--- config.mk ---
export PLATFORM = sky130hd
export DESIGN_NAME = beam_pulse_sequencer
export DESIGN_NICKNAME = d
export VERILOG_FILES = /design/src/rtl/beam_pulse_sequencer.sv
export SDC_FILE = /design/constraint.sdc
export NUM_CORES = 1
export LEC_CHECK = 0
export CORE_MARGIN = 5
export CORE_UTILIZATION = 32
export DETAILED_ROUTE_END_ITERATION = 8
export SKIP_CTS_REPAIR_TIMING = 1
export SKIP_LAST_GASP = 1
export SLEW_MARGIN = 5
export SYNTH_ARGS = -nofsm -noshare
export SYNTH_HDL_FRONTEND = slang
export SYNTH_SLANG_ARGS = --single-unit
--- constraint.sdc ---
create_clock -name clock -period 29.3 [get_ports clock]
set_clock_uncertainty 0.05 [all_clocks]
set_input_delay 4.395 -clock clock [delete_from_list [all_inputs] [get_ports clock]]
set_output_delay 4.395 -clock clock [all_outputs]
set_load 0.005 [all_outputs]
--- src/rtl/beam_pulse_sequencer.sv ---
// Multi-channel transmit gate sequencer: per-channel on/off ticks inside a repeating frame, double-buffered at frame wrap.
// Optional feature macro BEAM_BIPOLAR_EN: negOutput drives a mirrored pulse right after each positive window.
module beam_pulse_sequencer #(
    parameter  int unsigned NUM_CH   = 8,
    parameter  int unsigned CNT_W    = 12,
    parameter  int unsigned TICK_DIV = 125,
    parameter  int unsigned PERIOD   = 2000,
    localparam int unsigned CH_W     = (NUM_CH > 1) ? $clog2(NUM_CH) : 1
) (
    input  logic              clock,
    input  logic              reset,
    input  logic              cfg_we,
    input  logic [CH_W-1:0]   cfg_ch,
    input  logic [CNT_W-1:0]  cfg_on,
    input  logic [CNT_W-1:0]  cfg_off,
    input  logic              start,
    input  logic              stop,
    output logic              busy,
    output logic              frame_done,
    output logic [NUM_CH-1:0] posOutput,
    output logic [NUM_CH-1:0] negOutput
);

    localparam int unsigned     PS_W     = (TICK_DIV > 1) ? $clog2(TICK_DIV) : 1;
    localparam logic [PS_W-1:0] PS_LAST  = PS_W'(TICK_DIV - 1);
    localparam logic [CNT_W-1:0] CNT_LAST = CNT_W'(PERIOD - 1);

    typedef enum logic {IDLE, RUN} state_t;

    state_t            state;
    state_t            state_next;
    logic [PS_W-1:0]   presc;
    logic [PS_W-1:0]   presc_next;
    logic [CNT_W-1:0]  counter;
    logic [CNT_W-1:0]  counter_next;
    logic              stop_pend;
    logic              stop_pend_next;
    logic              tick;
    logic              wrap;
    logic              load_active;
    logic              out_en;

    logic [CNT_W-1:0]  shadow_on  [NUM_CH];
    logic [CNT_W-1:0]  shadow_off [NUM_CH];
    logic [CNT_W-1:0]  active_on  [NUM_CH];
    logic [CNT_W-1:0]  active_off [NUM_CH];
    logic [NUM_CH-1:0] pos_win;
    logic [NUM_CH-1:0] neg_win;

    // State register
    always_ff @(posedge clock or posedge reset) begin
        if (reset) begin
            state <= IDLE;
        end else begin
            state <= state_next;
        end
    end

    // Next state, tick prescaler, frame counter and pending stop
    always_comb begin
        state_next     = state;
        presc_next     = '0;
        counter_next   = '0;
        stop_pend_next = 1'b0;
        tick           = 1'b0;
        wrap           = 1'b0;
        load_active    = 1'b0;
        case (state)
            IDLE: begin
                if (start) begin
                    state_next  = RUN;
                    load_active = 1'b1;
                end
            end
            RUN: begin
                tick           = (presc == PS_LAST);
                wrap           = tick && (counter == CNT_LAST);
                presc_next     = tick ? '0 : presc + PS_W'(1);
                stop_pend_next = stop_pend | stop;
                if (!tick) begin
                    counter_next = counter;
                end else if (!wrap) begin
                    counter_next = counter + CNT_W'(1);
                end
                // A stop arriving on the wrap clock still ends this frame
                if (wrap) begin
                    load_active    = 1'b1;
                    stop_pend_next = 1'b0;
                    if (stop_pend | stop) begin
                        state_next = IDLE;
                    end
                end
            end
            default: state_next = IDLE;
        endcase
    end

    // Outputs are gated off on the same edge the sequencer leaves RUN
    assign out_en = (state == RUN) && (state_next == RUN);

    // Per-channel gate windows against the active delay set
    always_comb begin : win_calc
`ifdef BEAM_BIPOLAR_EN
        logic [CNT_W:0] neg_end;
        neg_end = '0;
`endif
        pos_win = '0;
        neg_win = '0;
        for (int i = 0; i < NUM_CH; i++) begin
            pos_win[i] = (counter >= active_on[i]) && (counter < active_off[i]);
`ifdef BEAM_BIPOLAR_EN
            // End may exceed PERIOD; the counter never gets there, so the pulse clips at frame end
            neg_end    = {1'b0, active_off[i]} + ({1'b0, active_off[i]} - {1'b0, active_on[i]});
            neg_win[i] = (active_on[i] < active_off[i]) && (counter >= active_off[i])
                         && ({1'b0, counter} < neg_end);
`endif
        end
    end

    // Datapath, shadow/active delay registers and registered outputs
    always_ff @(posedge clock or posedge reset) begin
        if (reset) begin
            presc      <= '0;
            counter    <= '0;
            stop_pend  <= 1'b0;
            busy       <= 1'b0;
            frame_done <= 1'b0;
            posOutput  <= '0;
            negOutput  <= '0;
            for (int i = 0; i < NUM_CH; i++) begin
                shadow_on[i]  <= '0;
                shadow_off[i] <= '0;
                active_on[i]  <= '0;
                active_off[i] <= '0;
            end
        end else begin
            presc      <= presc_next;
            counter    <= counter_next;
            stop_pend  <= stop_pend_next;
            busy       <= (state_next == RUN);
            frame_done <= (state_next == RUN) && (presc_next == PS_LAST) && (counter_next == CNT_LAST);
            posOutput  <= out_en ? pos_win : '0;
            negOutput  <= out_en ? neg_win : '0;
            // Copy reads pre-write shadow, so a same-clock write lands in the next frame
            for (int i = 0; i < NUM_CH; i++) begin
                if (load_active) begin
                    active_on[i]  <= shadow_on[i];
                    active_off[i] <= shadow_off[i];
                end
                if (cfg_we && (cfg_ch == CH_W'(i))) begin
                    shadow_on[i]  <= cfg_on;
                    shadow_off[i] <= cfg_off;
                end
            end
        end
    end

endmodule

== After elaboration in Yosys (flattened, before gate mapping) ==
Cells that the tools add are included.

* Flip-flop bits (word level): 414
* Output and inout bits: 18

* $add $sub $neg: 2
* $lt $le $gt $ge: 16
* Equal/unequal tests: 11
* Muxes and demuxes: 14
* Bitwise logic cells: 2
* Reductions and logical operators: 21

{| class="wikitable"
|+ Operator list
! kind !! number
|-
| 12-bit greater-or-equal comparator || 8
|-
| 12-bit < comparator || 8
|-
| 12-bit 2-to-1 mux || 3
|-
| 12-bit by 11-bit equality test with 1-bit output (second input constant) || 2
|-
| 1-bit logical AND || 20
|-
| 7-bit equality test (second input constant) || 2
|-
| 7-bit 2-to-1 mux || 2
|-
| 12-bit by 1-bit adder with 12-bit output (second input constant) || 1
|-
| 3-bit equality test (second input constant) || 4
|-
| 8-bit 2-to-1 mux || 1
|-
| 7-bit by 1-bit adder with 7-bit output (second input constant) || 1
|-
| 3-bit by 2-bit equality test with 1-bit output (second input constant) || 2
|-
| 1-bit 2-to-1 mux || 6
|-
| 1-bit case mux with 2 select lines || 2
|-
| 3-bit by 1-bit equality test with 1-bit output (second input constant) || 1
|-
| 3-bit zero test || 1
|-
| 1-bit inverter || 1
|-
| 1-bit bitwise OR || 1
|}

== Logic depth before layout (Yosys ltp) ==
Gate-level depths: netlist of the first run.

* Depth after elaboration: 7
* Gate-level depth with buffers: 9
* Mapped depth without buffers: 8

== Worst setup path before layout of the first run ==
Ideal clock, no wire load.

* Path kind: input to register
* From: input port cfg_ch[1]
* To: register shadow_off[72] (netlist bit)
* Library setup time: 0.125 ns
* Arrival: 5.954 ns
* Data required time: 29.125 ns
* Path slack: 23.171 ns
* Stages: 5
* Buffers on the path: 2
* Cell sequence: clkbuf_1 -> nand2b_1 -> nor3b_1 -> clkbuf_1 -> mux2_2

* Longest elaborated chain between the ends: 2

{| class="wikitable"
|+ Ends and longest elaborated chain
! element !! RTL line !! RTL
|-
| start, declared || 13 || <nowiki>input logic [CH_W-1:0] cfg_ch,</nowiki>
|-
| 3-bit by 1-bit equality test with 1-bit output || 150 || <nowiki>if (cfg_we && (cfg_ch == CH_W'(i))) begin</nowiki>
|-
| 1-bit logical AND || 150 ||
|-
| end signal, assigned by index || 152 || <nowiki>shadow_off[i] <= cfg_off;</nowiki>
|-
| end, declared || 44 || <nowiki>logic [CNT_W-1:0] shadow_off [NUM_CH];</nowiki>
|}

No other way between the ends.
A chain may end at the register's enable or synchronous reset.

== Final worst setup path of the first run ==
* From: input port start
* To: register active_on[84] (netlist bit)

* Longest elaborated chain between the ends: 2

{| class="wikitable"
|+ Ends and longest elaborated chain
! element !! RTL line !! RTL
|-
| start, declared || 16 || <nowiki>input logic start,</nowiki>
|-
| 1-bit 2-to-1 mux || 70 || <nowiki>if (start) begin</nowiki>
|-
| 1-bit case mux with 2 select lines || 68 || <nowiki>case (state)</nowiki>
|-
| end signal, assigned by index || 147 || <nowiki>active_on[i] <= shadow_on[i];</nowiki>
|-
| end, declared || 45 || <nowiki>logic [CNT_W-1:0] active_on [NUM_CH];</nowiki>
|}

No other way between the ends.

==> results.toml, run 1 <==
[min_path]
hold_path.class = "reg2reg"
hold_depth = 2
min_to = "stop_pend"
worstHoldStart = "stop_pend"

[layout]
fin_nets = 1851
syn_to_final_growth_pct = 13.2
layoutNonFillerInstCount = 2519
fillers = 6206
drive_above_1_share = 0.295
diodes = 0

[sta]
setup_viol_count_final = 0
drv_slew = 0
worst_slack_ps = 22480
period_minus_slack_ps = 6820
final_hold_viol_count = 0
grt_setup_unrepaired = "false"
fmax_mhz = 147
fin_crit_sh = 0.233
tns_ps = 0
tightestPinTransition_ps = 1140
relSlewSlack = 0.221

[synth]
yosysWarnings = 0
ys_seq_area_frac = 0.494
avgSynthCellArea_um2 = 13.4
postSynthCellCount = 1565
synth_seq_cells = 414
syn_area_um2 = 21000
synthDistinctLibCells = 45

[die]
dieWidth_um = 266
fp.coreArea_um2 = 64700
rows = 93
pin_count = 50
start_util = 0.324
die_area_um2 = 70700
die_h_um = 266

[critical_path]
r2r_start = "counter[11]"
r2r_cells = 6
cp.required_ps = 29700
reg2reg_to = "active_on[84]"
timing_worst_setup_path_type = "in2reg"
cp-start-kind = "input port"
cp.arrival_ps = 7220
worst-path-max-fanout = 86
cp-end-kind = "flop"
rrSetupSlack_ps = 25280

[place]
gp_congestion = 0.794
port_buffers = 41
dp.cells = 2440
dp_hpwl_um = 30200
place_ws_ps = 21900

[routing]
drtAntennaViolNets = 0
vias_per_cell = 4.85
drt_iter0_drc = 670
avgRoutedWirePerCell_um = 18.5
routed-via-count = 12200
dr.pass1.iters = 5
drc = 0
wirelength_um = 46600

[clock_tree]
cts_made_buffers = 45
clk_pin_slew_worst_paths_ps = 60
clock_latency_ps = 570
cts_tree = "done"
h-tree-depth = 2
cts_max_path_buffers = 3
cts.sinks = 414
cts_root_buf = "clkbuf_16"

[global_routing]
grt_max_degree = 179
grt_pass1_wl_um = 74600
antenna_found_initial = 1
grt_usage = 0.133
overflow = 0
first_global_vias = 12800

[power]
cellPowerDensity_nw_per_um2 = 80.1
power_mw = 1.90
p_leak_nw = 12.0
peakVddDrop_uv = 41.2

[job]
maxCapViolCount = 0

[outcome]
outcome = "finished, final reports clean"
[layout by cell type, fill, tap and decap left out, types with 4 or more instances in the layout]
| cell | n |
|---|---|
| inv_1 | 181 |
| clkdlybuf4s50_1 | 41 |
| or3_1 | 4 |
| nor4bb_1 | 4 |
| a211oi_1 | 15 |
| clkbuf_8 | 13 |
| a21o_1 | 61 |
| a2111oi_0 | 5 |
| ha_1 | 187 |
| dfrtp_1 | 414 |
| nor2_1 | 39 |
| mux2_2 | 204 |
| nand2_1 | 20 |
| a21oi_1 | 38 |
| nor3_1 | 9 |
| a221oi_1 | 4 |
| nor4_1 | 16 |
| clkbuf_1 | 7 |
| o21ai_0 | 25 |
| nand4_1 | 31 |
| and3_1 | 4 |
| nand3_1 | 8 |
| clkinv_2 | 8 |
| clkbuf_16 | 45 |
| buf_4 | 24 |
| xnor2_1 | 10 |
| o211ai_1 | 4 |
| mux2_4 | 180 |
| nand2b_1 | 15 |
| conb_1 | 8 |
| xor2_1 | 6 |
[flip-flops by register name, summed over array words and instances, names as in the netlist]
name and cells:
active_on 96, shadow_off 96, active_off 96, busy 1
frame_done 1, presc 7, posOutput 8, shadow_on 96
counter 12, stop_pend 1
[power by group]
part,switching [mW],internal [mW]
sequential,0.105,0.753
combinational,0.193,0.294
clock,0.232,0.324
[layer usage]
layer  part of all wire  track usage  vias to the layer above
li1                   -            -                     5631
met1               0.50        0.194                     6360
met2               0.45        0.208                      162
met3              0.033       0.0193                       58
met4              0.021       0.0349                        0
met5                  0            0                        -
[area by class of cell]
cell class	count	area, um^2	area share
Sequential cell	414	10400	0.437
Multi-Input combinational cell	923	9550	0.403
Clock buffer	65	1330	0.0561
Tap cell	855	1070	0.0451
Inverter	182	691	0.0291
Timing Repair Buffer	66	611	0.0257
Clock inverter	14	113	0.00475
[Yosys cell counts (all sizes together)]
master	number	area [um^2]
o211ai	4	30.0
o211a	1	10.0
nor3b	4	30.0
nand3	8	40.0
nor2	39	146
conb	1	3.75
a32o	1	10.0
and2	1	6.26
inv	182	683
o21ai	27	135
o41ai	1	8.76
xor2	6	52.6
and3	4	25.0
nand2	20	75.1
dfrtp	414	10400
a21boi	2	15.0
o21a	1	7.51
a221oi	4	35.0
nor2b	2	12.5
a211oi	15	113
buf	31	344
nand4b	3	26.3
nor4	16	100
a21oi	38	190
nor3	11	55.1
mux2	385	5010
ha	187	2340
clkbuf	22	82.6
nand2b	15	93.8
a21o	61	458
or4	1	11.3
nor4bb	4	40.0
nand4	32	215
or3	5	36.3
xnor2	10	87.6
nand3b	1	7.51
o2bb2ai	1	8.76
a2111oi	5	43.8
[how the worst max path moves through the flow]
stage,start,end,slack (ps),cells after the start
3_5_place_dp,start,active_on[86],21900,5
5_1_grt,start,active_on[86],22370,5
3_3_place_gp,start,active_on[89],21860,5
2_1_floorplan,reset,active_off[0],13330,1
6_report,start,active_on[84],22480,5
4_1_cts,start,active_on[86],22510,5
[critical path, stage by stage]
cell,delay [ps]
clkdlybuf4s50_1,420
inv_1,100
mux2_8,760
buf_4,960
mux2_2,410
[through the flow]
stage | util | cell area, um^2 | hold WS, ps
6_report | 0.367 | 23700 | 441
5_1_grt | 0.367 | 23700 | 458
4_1_cts | 0.367 | 23700 | 446
3_5_place_dp | 0.344 | 22300 | 432
3_3_place_gp | 0.344 | 22300 | 420
2_1_floorplan | - | 21000 | 397
[kinds of logic after synthesis]
| kind of cell | count (synthesis) | share of synthesized area |
|---|---|---|
| multiplexers | 385 | 0.239 |
| other | 1 | 0.000179 |
| flip-flops | 414 | 0.494 |
| AND/OR/NAND/NOR | 166 | 0.0439 |
| adder cells (fa/ha/maj) | 187 | 0.112 |
| buffers and inverters | 235 | 0.0530 |
| XOR/XNOR | 16 | 0.00669 |
| AO/OA/AOI/OAI | 161 | 0.0508 |
Power figures use the tool's default switching activity.
==> inputs of run 2 (changes only) <==
==> constraint.sdc (replaced) <==
create_clock -name clock -period 6.9 [get_ports clock]
set_clock_uncertainty 0.05 [all_clocks]
set_input_delay 1.035 -clock clock [delete_from_list [all_inputs] [get_ports clock]]
set_output_delay 1.035 -clock clock [all_outputs]
set_load 0.005 [all_outputs]
==> run 2 against run 1 <==
Core utilization increased by 0.087 points. Sequential cell count unchanged. Clock-buffer cell count increased by 5. Largest power group unchanged. Final cell count is the same. Critical path depth rose by 2. Sequential share of layout area fell by 0.10 points. Die area unchanged. Global-route usage rose by 0.51 points.
==> results.toml, run 2 (synthesis results as in run 1) <==
[routing]
routed-via-count = 12100
drc = 0
wirelength_um = 48100
dr.pass1.iters = 5
avgRoutedWirePerCell_um = 19.1
drtAntennaViolNets = 0
drt_iter0_drc = 521
vias_per_cell = 4.79

[layout]
diodes = 0
layoutNonFillerInstCount = 2519
drive_above_1_share = 0.293
final_cell_mix = "dfrtp_1 (414), mux2_2 (204), ha_1 (187)"
final_common_cell = "dfrtp_1"
fillers = 6248
fin_nets = 1850
syn_to_final_growth_pct = 13.5
post-route-util = 0.368
fin_area_um2 = 23800

[clock_tree]
cts_made_buffers = 45
cts_root_buf = "clkbuf_16"
cts_max_path_buffers = 3
clock_latency_ps = 580
cts.sinks = 414
clk_pin_slew_worst_paths_ps = 60
h-tree-depth = 2
cts_tree = "done"

[critical_path]
timing_worst_setup_path_type = "reg2reg"
cp-end-kind = "flop"
max_stage_delay_ps = 1000
worstPathCellList = "nor2_1, nand2_1, or4_4, mux2_8, buf_4, buf_4, mux2_2"
r2r_cells = 7
worst-path-max-fanout = 80
slowest_stage = "dfrtp_1"
r2r_start = "counter[11]"
rrSetupSlack_ps = 2620
cp-start-kind = "flop"
cpMostUsedCell = "buf_4"
reg2reg_to = "active_on[82]"
cp.required_ps = 7290
cp.arrival_ps = 4670

[sta]
tns_ps = 0
drv_slew = 0
grt_setup_unrepaired = "false"
relSlewSlack = 0.223
setup_viol_count_final = 0
final_hold_viol_count = 0
worst_slack_ps = 2620
period_minus_slack_ps = 4280
fin_crit_sh = 0.620
fmax_mhz = 234
tightestPinTransition_ps = 1140
worst_hold_slack_ps = 430

[power]
peakVddDrop_uv = 192
p_leak_nw = 12.0
power_mw = 8.20
cellPowerDensity_nw_per_um2 = 345

[die]
die_area_um2 = 70700
fp.coreArea_um2 = 64700
start_util = 0.324
pin_count = 50
rows = 93
die_h_um = 266
dieWidth_um = 266

[place]
placed_area_um2 = 22300
dp.cells = 2439
port_buffers = 41
place_ws_ps = 2380
gp_congestion = 0.824
dp_hpwl_um = 31000

[min_path]
hold_path.class = "reg2reg"
hold_depth = 1
worstHoldStart = "shadow_on[70]"
min_to = "active_on[70]"

[job]
maxCapViolCount = 0

[global_routing]
antenna_found_initial = 1
grt_usage = 0.138
overflow = 0
grt_max_degree = 190
grt_pass1_wl_um = 77100
first_global_vias = 13200

[outcome]
outcome = "finished, final reports clean"
[run 2: cell count changes in the layout (fill, tap and decap cells not counted), sizes merged]
cell,before,now
buf,25,24
bufinv,1,2
clkbuf,65,70
clkinv,9,6
clkinvlp,1,2
inv,185,182
[run 2: worst max-delay path by stage]
stage           startpoint       endpoint  depth (start not counted)  slack, ps
6_report       counter[11]  active_on[82]                          7       2620
5_1_grt        counter[11]  active_on[82]                          7       2380
4_1_cts        counter[11]  active_on[82]                          7       2570
3_5_place_dp         start  active_on[94]                          6       2380
3_3_place_gp         start  active_on[87]                          6       2400
2_1_floorplan        reset  active_off[0]                          1        230
[run 2: area by class of cell]
cell class | instances | area (um^2) | area share
clock inverters | 10 | 106 | 0.00447
multi-input cells | 923 | 9550 | 0.402
inverters | 182 | 687 | 0.0289
flip-flops and latches | 414 | 10400 | 0.436
well taps | 855 | 1070 | 0.0450
clock buffers | 70 | 1390 | 0.0586
repair buffers | 65 | 616 | 0.0259
[run 2: power by group]
part / leakage, nW / internal (mW) / total [mW] / switching (mW)
registers: 5.05 / 3.20 / 3.66 / 0.462
clock network: 0.741 / 1.46 / 2.44 / 0.982
logic: 6.22 / 1.25 / 2.10 / 0.851
[run 2: critical path, delay by kind of cell, from the launching register on]
kind                   cells  cell delay, ps
multiplexers               2            1170
flip-flops                 1            1000
buffers and inverters      2            1400
AND/OR/NAND/NOR            3             440
[run 2: per-layer routing]
| layer | vias to the layer above | routed length, um | track usage |
|---|---|---|---|
| met5 | - | 0 | 0 |
| met4 | 0 | 1110 | 0.0351 |
| met3 | 62 | 1770 | 0.0215 |
| met2 | 170 | 22100 | 0.221 |
| met1 | 6211 | 23100 | 0.196 |
| li1 | 5612 | - | - |
==> inputs of run 3 (changes only) <==
==> constraint.sdc (replaced) <==
create_clock -name clock -period 4.5 [get_ports clock]
set_clock_uncertainty 0.05 [all_clocks]
set_input_delay 0.675 -clock clock [delete_from_list [all_inputs] [get_ports clock]]
set_output_delay 0.675 -clock clock [all_outputs]
set_load 0.005 [all_outputs]
==> run 3 against run 2 <==
Hold slack better by 13 ps. Combinational power up 53%. Routed wire length shrank 0.24%. Clock-buffer cell count decreased by 5. Sequential cell count did not move. Sequential power rose by 54%. Core utilization up 0.24 points. Register-to-register slack worse by 1700 ps. Non-clock buffer count increased by 4. Critical endpoint is now active_off[86]. Largest power group unchanged.
==> results.toml, run 3 (synthesis results as in run 1) <==
[outcome]
outcome = "finished, final reports clean"

[power]
power_mw = 12.7
peakVddDrop_uv = 332
p_leak_nw = 12.1
cellPowerDensity_nw_per_um2 = 532

[die]
die_area_um2 = 70700
die_h_um = 266
start_util = 0.324
fp.coreArea_um2 = 64700
rows = 93
pin_count = 50
dieWidth_um = 266

[layout]
drive_above_1_share = 0.297
syn_to_final_growth_pct = 14.2
final_cell_mix = "dfrtp_1 (414), mux2_2 (204), ha_1 (187)"
fin_nets = 1854
fillers = 6223
final_common_cell = "dfrtp_1"

[critical_path]
worst-path-max-fanout = 84
r2r_cells = 7
timing_worst_setup_path_type = "reg2reg"
cp-start-kind = "flop"
cp.required_ps = 4910
cp.arrival_ps = 4030
cp-end-kind = "flop"

[global_routing]
overflow = 0
first_global_vias = 12800
grt_usage = 0.136
antenna_found_initial = 0
grt_max_degree = 109
grt_pass1_wl_um = 75900
top_usage_layer = "met2"
gr-usage-met1 = 0.197
grt_use_met2 = 0.210
grt_use_met3 = 0.0242

[clock_tree]
cts_root_buf = "clkbuf_16"
h-tree-depth = 2
clock_latency_ps = 590
cts_made_buffers = 45
cts.sinks = 414
cts_tree = "done"
clk_pin_slew_worst_paths_ps = 60
cts_max_path_buffers = 3

[routing]
wirelength_um = 48000
drt_iter0_drc = 623
dr.pass1.iters = 5
drtAntennaViolNets = 0
routed-via-count = 12100
avgRoutedWirePerCell_um = 19.0
drc = 0
vias_per_cell = 4.77

[sta]
fmax_mhz = 276
worst_slack_ps = 876
drv_slew = 0
final_hold_viol_count = 0
period_minus_slack_ps = 3620
setup_viol_count_final = 0
tightestPinTransition_ps = 1030
fin_crit_sh = 0.805
relSlewSlack = 0.310
grt_setup_unrepaired = "false"

[min_path]
hold_path.class = "reg2reg"
hold_depth = 1

[place]
dp_hpwl_um = 31700
gp_congestion = 0.824
place_ws_ps = 975
port_buffers = 41

[job]
maxCapViolCount = 0
## run 3: cell types whose count changed in the layout (fill, tap and decap cells not counted), moves of 2 or more
cell / delta
buf_12: +4
bufinv_16: +3
clkbuf_1: -2
clkbuf_16: -2
clkinv_8: +2
clkinvlp_4: +3
## run 3: worst max-delay path, cell delays in order, from the launching register on
cell     delay (ps)
dfrtp_1         560
ha_1            310
nand3_1         130
or3_4           380
or4_4           540
mux2_8          550
buf_12          400
mux2_4          370
## run 3: metal layers
metal	part of all wire	up-vias	routed length, um
met5	0	-	0
met2	0.45	189	21400
met1	0.49	6170	23700
met4	0.024	0	1150
met3	0.037	76	1750
li1	-	5630	-
## run 3: path summary, 6_finish.rpt
kind	from	endpoint	slack, ps
worst max-delay path	counter[0]	active_off[86]	880
min in group asynchronous	reset	active_on[33]	540
max in group asynchronous	reset	active_on[70]	2880
worst min-delay path	shadow_on[11]	active_on[11]	440
worst min register to register	shadow_on[11]	active_on[11]	440
worst max register to register	counter[0]	active_off[86]	880
## run 3: final cells by class
cell class,count,area [um^2],area share
Multi-Input combinational cell,923,9550,0.399
Inverter,182,687,0.0287
Timing Repair Buffer,69,696,0.0291
Clock inverter,18,251,0.0105
Antenna cell,1,2.50,0.000105
Sequential cell,414,10400,0.433
Tap cell,855,1070,0.0447
Clock buffer,65,1320,0.0552
## run 3: through the flow
| step | TNS (ps) | utilization | std cells | hold WS, ps | instance area [um^2] |
|---|---|---|---|---|---|
| 2_1_floorplan | -747930 | - | 1572 | 397 | 21000 |
| 4_1_cts | 0 | 0.370 | 2526 | 434 | 23900 |
| 5_1_grt | 0 | 0.370 | 2526 | 458 | 23900 |
| 3_3_place_gp | 0 | 0.346 | 2443 | 420 | 22400 |
| 3_5_place_dp | 0 | 0.346 | 2443 | 436 | 22400 |
| 6_report | 0 | 0.370 | 2527 | 443 | 23900 |
## run 3: power by group
| part | internal (mW) | total, mW | switching, mW |
|---|---|---|---|
| sequential | 4.90 | 5.62 | 0.714 |
| clock | 2.34 | 3.89 | 1.55 |
| combinational | 1.91 | 3.22 | 1.30 |
